===== config.mk =====
export PLATFORM = sky130hd
export DESIGN_NAME = div_issue_queue
export DESIGN_NICKNAME = d
export VERILOG_FILES = /design/src/rtl/div_issue_queue.sv
export SDC_FILE = /design/constraint.sdc
export NUM_CORES = 1
export LEC_CHECK = 0
export ABC_CLOCK_PERIOD_IN_PS = 3000
export BUFFER_PORTS_ARGS = -buffer_cell sky130_fd_sc_hd__buf_2
export CORE_MARGIN = 4
export CORE_UTILIZATION = 50
export CTS_CLUSTER_DIAMETER = 30
export CTS_CLUSTER_SIZE = 8
export DETAILED_ROUTE_END_ITERATION = 6
export GPL_TIMING_DRIVEN = 1
export PLACE_DENSITY = 0.73
export SYNTH_ARGS = -nofsm -noshare
export SYNTH_HDL_FRONTEND = slang
export SYNTH_SLANG_ARGS = --single-unit

===== constraint.sdc =====
create_clock -name clock -period 3 [get_ports clock]
set_input_delay 0.75 -clock clock [delete_from_list [all_inputs] [get_ports clock]]
set_output_delay 0.75 -clock clock [all_outputs]
set_load 0.03 [all_outputs]

===== src/rtl/div_issue_queue.sv =====
// div_issue_queue: queues tagged dividend/divisor pairs and feeds them one at a time to the serial divider.
// Latency: issue 1 cycle after accept; result DATA_WIDTH+3 cycles after accept (2 cycles for a zero-divisor bypass).
// Backpressure: in_ready is the registered not-full flag; a held result blocks issue until out_ready, then the divider is cleared.
// Optional feature macro: DIV_ZERO_BYPASS_EN (zero divisors are answered locally with a saturated quotient and out_dz=1).

// Generic circular FIFO with a registered not-full flag; a full FIFO refuses a push even if it pops in the same cycle.
module sync_fifo #(
  parameter int WIDTH = 8,
  parameter int DEPTH = 4
) (
  input  logic             clock,
  input  logic             reset,
  input  logic             push_vld,
  output logic             push_rdy,
  input  logic [WIDTH-1:0] push_dat,
  input  logic             pop,
  output logic             empty,
  output logic [WIDTH-1:0] head_dat
);
  localparam int AW = $clog2(DEPTH);

  logic [WIDTH-1:0] mem [DEPTH];
  logic [AW-1:0]    wr_ptr;
  logic [AW-1:0]    rd_ptr;
  logic [AW:0]      count;
  logic [AW:0]      count_nxt;
  logic             push_fire;
  logic             pop_fire;

  assign push_fire = push_vld && push_rdy;
  assign pop_fire  = pop && !empty;
  assign empty     = (count == '0);
  assign head_dat  = mem[rd_ptr];
  assign count_nxt = count + (AW+1)'(push_fire) - (AW+1)'(pop_fire);

  // Pointers, occupancy and the not-full flag, all cleared by reset so a reset flushes the queue.
  always_ff @(posedge clock) begin
    if (!reset) begin
      wr_ptr   <= '0;
      rd_ptr   <= '0;
      count    <= '0;
      push_rdy <= 1'b0;
    end else begin
      if (push_fire) wr_ptr <= wr_ptr + AW'(1);
      if (pop_fire)  rd_ptr <= rd_ptr + AW'(1);
      count    <= count_nxt;
      push_rdy <= (count_nxt != (AW+1)'(DEPTH));
    end
  end

  // Entry storage; never read while empty, so it needs no reset.
  always_ff @(posedge clock) begin
    if (push_fire) mem[wr_ptr] <= push_dat;
  end
endmodule

module div_issue_queue #(
  parameter int DATA_WIDTH     = 32,
  parameter int QUANTIZED_BITS = 10,
  parameter int DEPTH          = 4,
  parameter int TAG_WIDTH      = 4
) (
  input  logic                  clock,
  input  logic                  reset,
  input  logic                  in_valid,
  output logic                  in_ready,
  input  logic [DATA_WIDTH-1:0] in_dividend,
  input  logic [DATA_WIDTH-1:0] in_divisor,
  input  logic [TAG_WIDTH-1:0]  in_tag,
  output logic                  div_valid_in,
  output logic [DATA_WIDTH-1:0] div_dividend,
  output logic [DATA_WIDTH-1:0] div_divisor,
  input  logic                  div_valid_out,
  input  logic [DATA_WIDTH-1:0] div_quotient,
  output logic                  div_clear,
  output logic                  out_valid,
  input  logic                  out_ready,
  output logic [DATA_WIDTH-1:0] out_quotient,
  output logic [TAG_WIDTH-1:0]  out_tag,
  output logic                  out_dz
);
  // The queue relies on power-of-two pointer wrap; the quotient format needs at least one integer bit.
  if (DEPTH < 2 || (DEPTH & (DEPTH - 1)) != 0 || QUANTIZED_BITS >= DATA_WIDTH) begin : g_bad_cfg
    $error("div_issue_queue: DEPTH must be a power of two >= 2 and QUANTIZED_BITS < DATA_WIDTH");
  end

  typedef struct packed {
    logic [DATA_WIDTH-1:0] dividend;
    logic [DATA_WIDTH-1:0] divisor;
    logic [TAG_WIDTH-1:0]  tag;
  } req_t;

  typedef enum logic [1:0] {
    S_IDLE,
    S_WAIT,
    S_HOLD,
    S_CLEAR
  } state_t;

  localparam logic [DATA_WIDTH-1:0] SAT_POS = {1'b0, {(DATA_WIDTH-1){1'b1}}};
  localparam logic [DATA_WIDTH-1:0] SAT_NEG = {1'b1, {(DATA_WIDTH-1){1'b0}}};

  state_t               state;
  req_t                 in_req;
  req_t                 head;
  logic                 q_empty;
  logic                 take;
  logic                 head_zero;
  logic                 issue;
  logic                 bypass;
  logic [TAG_WIDTH-1:0] pend_tag;

  assign in_req = {in_dividend, in_divisor, in_tag};

  sync_fifo #(
    .WIDTH($bits(req_t)),
    .DEPTH(DEPTH)
  ) u_req_fifo (
    .clock    (clock),
    .reset    (reset),
    .push_vld (in_valid),
    .push_rdy (in_ready),
    .push_dat (in_req),
    .pop      (take),
    .empty    (q_empty),
    .head_dat (head)
  );

`ifdef DIV_ZERO_BYPASS_EN
  assign head_zero = (head.divisor == '0);
`else
  assign head_zero = 1'b0;
`endif

  // The head is consumed in the first IDLE cycle it is visible, so the issue strobe and operands are
  // decoded from registered state and the registered queue head rather than delayed another cycle.
  assign take         = (state == S_IDLE) && !q_empty;
  assign issue        = take && !head_zero;
  assign bypass       = take && head_zero;
  assign div_valid_in = issue;
  assign div_dividend = issue ? head.dividend : '0;
  assign div_divisor  = issue ? head.divisor  : '0;

  // Issue sequencer: one divide in flight, result held until accepted, divider cleared after every result.
  always_ff @(posedge clock) begin
    if (!reset) begin
      state        <= S_IDLE;
      pend_tag     <= '0;
      out_valid    <= 1'b0;
      out_quotient <= '0;
      out_tag      <= '0;
      div_clear    <= 1'b1;
    end else begin
      case (state)
        S_IDLE: begin
          div_clear <= 1'b0;
          if (issue) begin
            pend_tag <= head.tag;
            state    <= S_WAIT;
          end else if (bypass) begin
            out_quotient <= head.dividend[DATA_WIDTH-1] ? SAT_NEG : SAT_POS;
            out_tag      <= head.tag;
            out_valid    <= 1'b1;
            state        <= S_HOLD;
          end
        end
        S_WAIT: begin
          if (div_valid_out) begin
            out_quotient <= div_quotient;
            out_tag      <= pend_tag;
            out_valid    <= 1'b1;
            state        <= S_HOLD;
          end
        end
        S_HOLD: begin
          if (out_ready) begin
            out_valid <= 1'b0;
            div_clear <= 1'b1;
            state     <= S_CLEAR;
          end
        end
        S_CLEAR: begin
          div_clear <= 1'b0;
          state     <= S_IDLE;
        end
        default: begin
          state <= S_IDLE;
        end
      endcase
    end
  end

`ifdef DIV_ZERO_BYPASS_EN
  // Divide-by-zero flag travels with the held result: set by a bypass, cleared by a real completion.
  always_ff @(posedge clock) begin
    if (!reset) begin
      out_dz <= 1'b0;
    end else if (bypass) begin
      out_dz <= 1'b1;
    end else if (state == S_WAIT && div_valid_out) begin
      out_dz <= 1'b0;
    end
  end
`else
  assign out_dz = 1'b0;
`endif

endmodule


==> metrics <==
DRT Pass-1 Iters=4; most common cell after layout, fill and taps aside=edfxtp_1; cell count after synthesis=680; Die H=165 um; Min-Delay Path Class=input port to flip-flop; CP arrival=2.10 ns; vias in the first global route=7,275; detailed-placement wirelength estimate=14,400 um; Core Util, Final=66.4%; initial core utilization=50.8%; per-cell routed wire length=19.3 um; YS warnings=0; area leader, netlist=edfxtp_1; CTS tree=done; first-pass GRT wire length=38,800 um; max frequency=351 MHz; CP endpoint kind=output pin; status=finished, final reports clean; Worst Max-Slew Pin Slew=0.765 ns; Yosys reg bits=326; RSZ-0062 raised after global routing=no; net count after synthesis=796; nets@finish=1,055; CP Class=flip-flop to output pin; Clk Latency, worst-skew pair=0.54 ns; Yosys top cell area share=66.1%; drt drc=0; # setup viols final=0; Row Count=57; Pwr Density=1050 nW/um2; CP max FO=27; core area=24,300 um2; sequential cell area fraction in the yosys report=74.9%; Die Footprint=27,300 um2; largest net degree at the start of global routing=69; Final Cycle Share=95.1%; Max Slew Vio Count=0; H-tree depth=3; Die W=165 um; total negative setup slack=0 ns; area grow syn2layout=30.8%; GRT overflow=0; ratio of cells with drive above 1 in the final layout=41.0%; Post-DRT Antenna Nets=0; nature of the critical path startpoint=flip-flop; port bufs=208; Fin. Hold Viols=0; final-layout fill cell count=1,618; Via Count=6,853; Initial DRC Count=461; CTS Hold Buffers Added=0; mapped cell area=12,300 um2; Tot Pwr=17.0 mW; CTS root buffer=clkbuf_16; worst hold slack=0.423 ns; via/cell ratio=5.21; clk sink count=326; antenna violations before repair=2; top post-synthesis cells by area=edfxtp_1 66%, mux4_2 12%, dfxtp_1 8.8%; # IOs=210; drt total wl=25,500 um; Num CTS Buffers=67; VDD IR max=0.945 mV; clk slew on worst S/H paths=0.05 ns; Rel. slew slack=48.9%; Leak=5.97 nW; crit path time final=2.85 ns; most frequent cells in the layout=272 x edfxtp_1, 208 x buf_2, 86 x nand2_1; routability cong.=0.694; Global Route Usage Sum=18.6%; Req. time, crit path=2.25 ns; max_cap viols=0; Max Root-Sink Buffers=3; clk_skew=0.0159 ns; syn_area_per_cell=18.2 um2; Yosys cell types=33
## state kept, by name (all words and copies together), names as in the netlist, named ones only
| register | flops |
|---|---|
| u_req_fifo.push_rdy | 1 |
| state | 2 |
| out_quotient | 32 |
| out_valid | 1 |
| u_req_fifo.count | 3 |
| u_req_fifo.rd_ptr | 2 |
| div_clear | 1 |
| u_req_fifo.wr_ptr | 2 |
| pend_tag | 4 |
| u_req_fifo.mem | 272 |
| out_tag | 4 |
## cell usage after synthesis
library cell,instances
mux2i_1,2
clkbuf_1,20
o311ai_0,1
nand3_1,3
buf_12,3
a21oi_1,42
o31a_1,1
nand2b_1,1
xnor2_1,4
o31ai_4,1
nor3_1,1
ha_1,10
and3_1,4
nand2_1,86
o21a_1,1
o21ai_0,2
mux4_2,68
nor2_1,6
and2_1,67
buf_2,9
buf_4,1
xor2_1,1
buf_6,1
nor2b_1,1
inv_1,11
inv_2,1
fa_1,1
edfxtp_1,272
conb_1,1
a221oi_1,1
dfxtp_1,54
buf_1,2
a21boi_0,1
## metal layers
layer,vias to the layer above,GRT usage (%),wire [um]
li1,3144,-,-
met1,3424,22.3,10000
met2,239,31.8,12800
met3,44,5.93,2110
met4,2,6.84,521
met5,-,0,7
## layout make-up
type	count	area, um2	area share, %
Clock inverter	36	389	2.41
Clock buffer	85	1870	11.6
Sequential cell	326	9260	57.3
Inverter	12	45.0	0.279
Multi-Input combinational cell	306	2870	17.8
Antenna cell	1	2.50	0.0155
Timing Repair Buffer	226	1310	8.13
Tap cell	324	405	2.51
## worst paths after layout
path	cells past startpoint	end	slack, ns	from
setup / recovery	4	div_dividend[2]	0.15	flip-flop
hold / removal	1	u_req_fifo.mem[2][55]$_DFFE_PP_	0.42	in_dividend[19]
setup reg to reg	11	u_req_fifo.push_rdy$_SDFF_PN0_	0.53	state[0]$_SDFFE_PN0P_
hold reg to reg	2	out_quotient[23]$_SDFFE_PN0P_	0.45	out_quotient[23]$_SDFFE_PN0P_
## stage by stage
step | worst slack (ns) | area, um2 | cells
2_1_floorplan | 0.168 | 12300 | 680
3_3_place_gp | 0.597 | 13800 | 1192
3_5_place_dp | 0.546 | 13800 | 1192
4_1_cts | 0.0325 | 16100 | 1313
5_1_grt | 0.0253 | 16100 | 1316
6_report | 0.147 | 16100 | 1316
## cells by family after synthesis
logic type      share of synthesized area [%]
compound gates                           2.29
xor+xnor                                0.355
fa+ha+maj                                1.18
buf+inv                                  2.04
flops                                    74.9
mux                                      12.6
other cells                            0.0304
simple gates                             6.66
## timing repair
item,4_1_cts,5_1_grt
endpoints found under the setup margin,0,33
buffers inserted,0,1
resized for setup,0,2
## where the power goes
| group | total [mW] | internal [mW] | switching (mW) |
|---|---|---|---|
| Sequential | 5.60 | 5.39 | 0.208 |
| Clock | 7.23 | 4.99 | 2.24 |
| Combinational | 4.14 | 1.59 | 2.55 |
| Total | 17.0 | 12.0 | 5.00 |
## worst max-delay path: stages, from the launching register on
cell     delay (ns)
dfxtp_4        0.40
buf_12         0.25
mux4_2         0.53
and2_1         0.19
buf_2          0.18
Note: power is estimated with default switching activity, not from simulation.
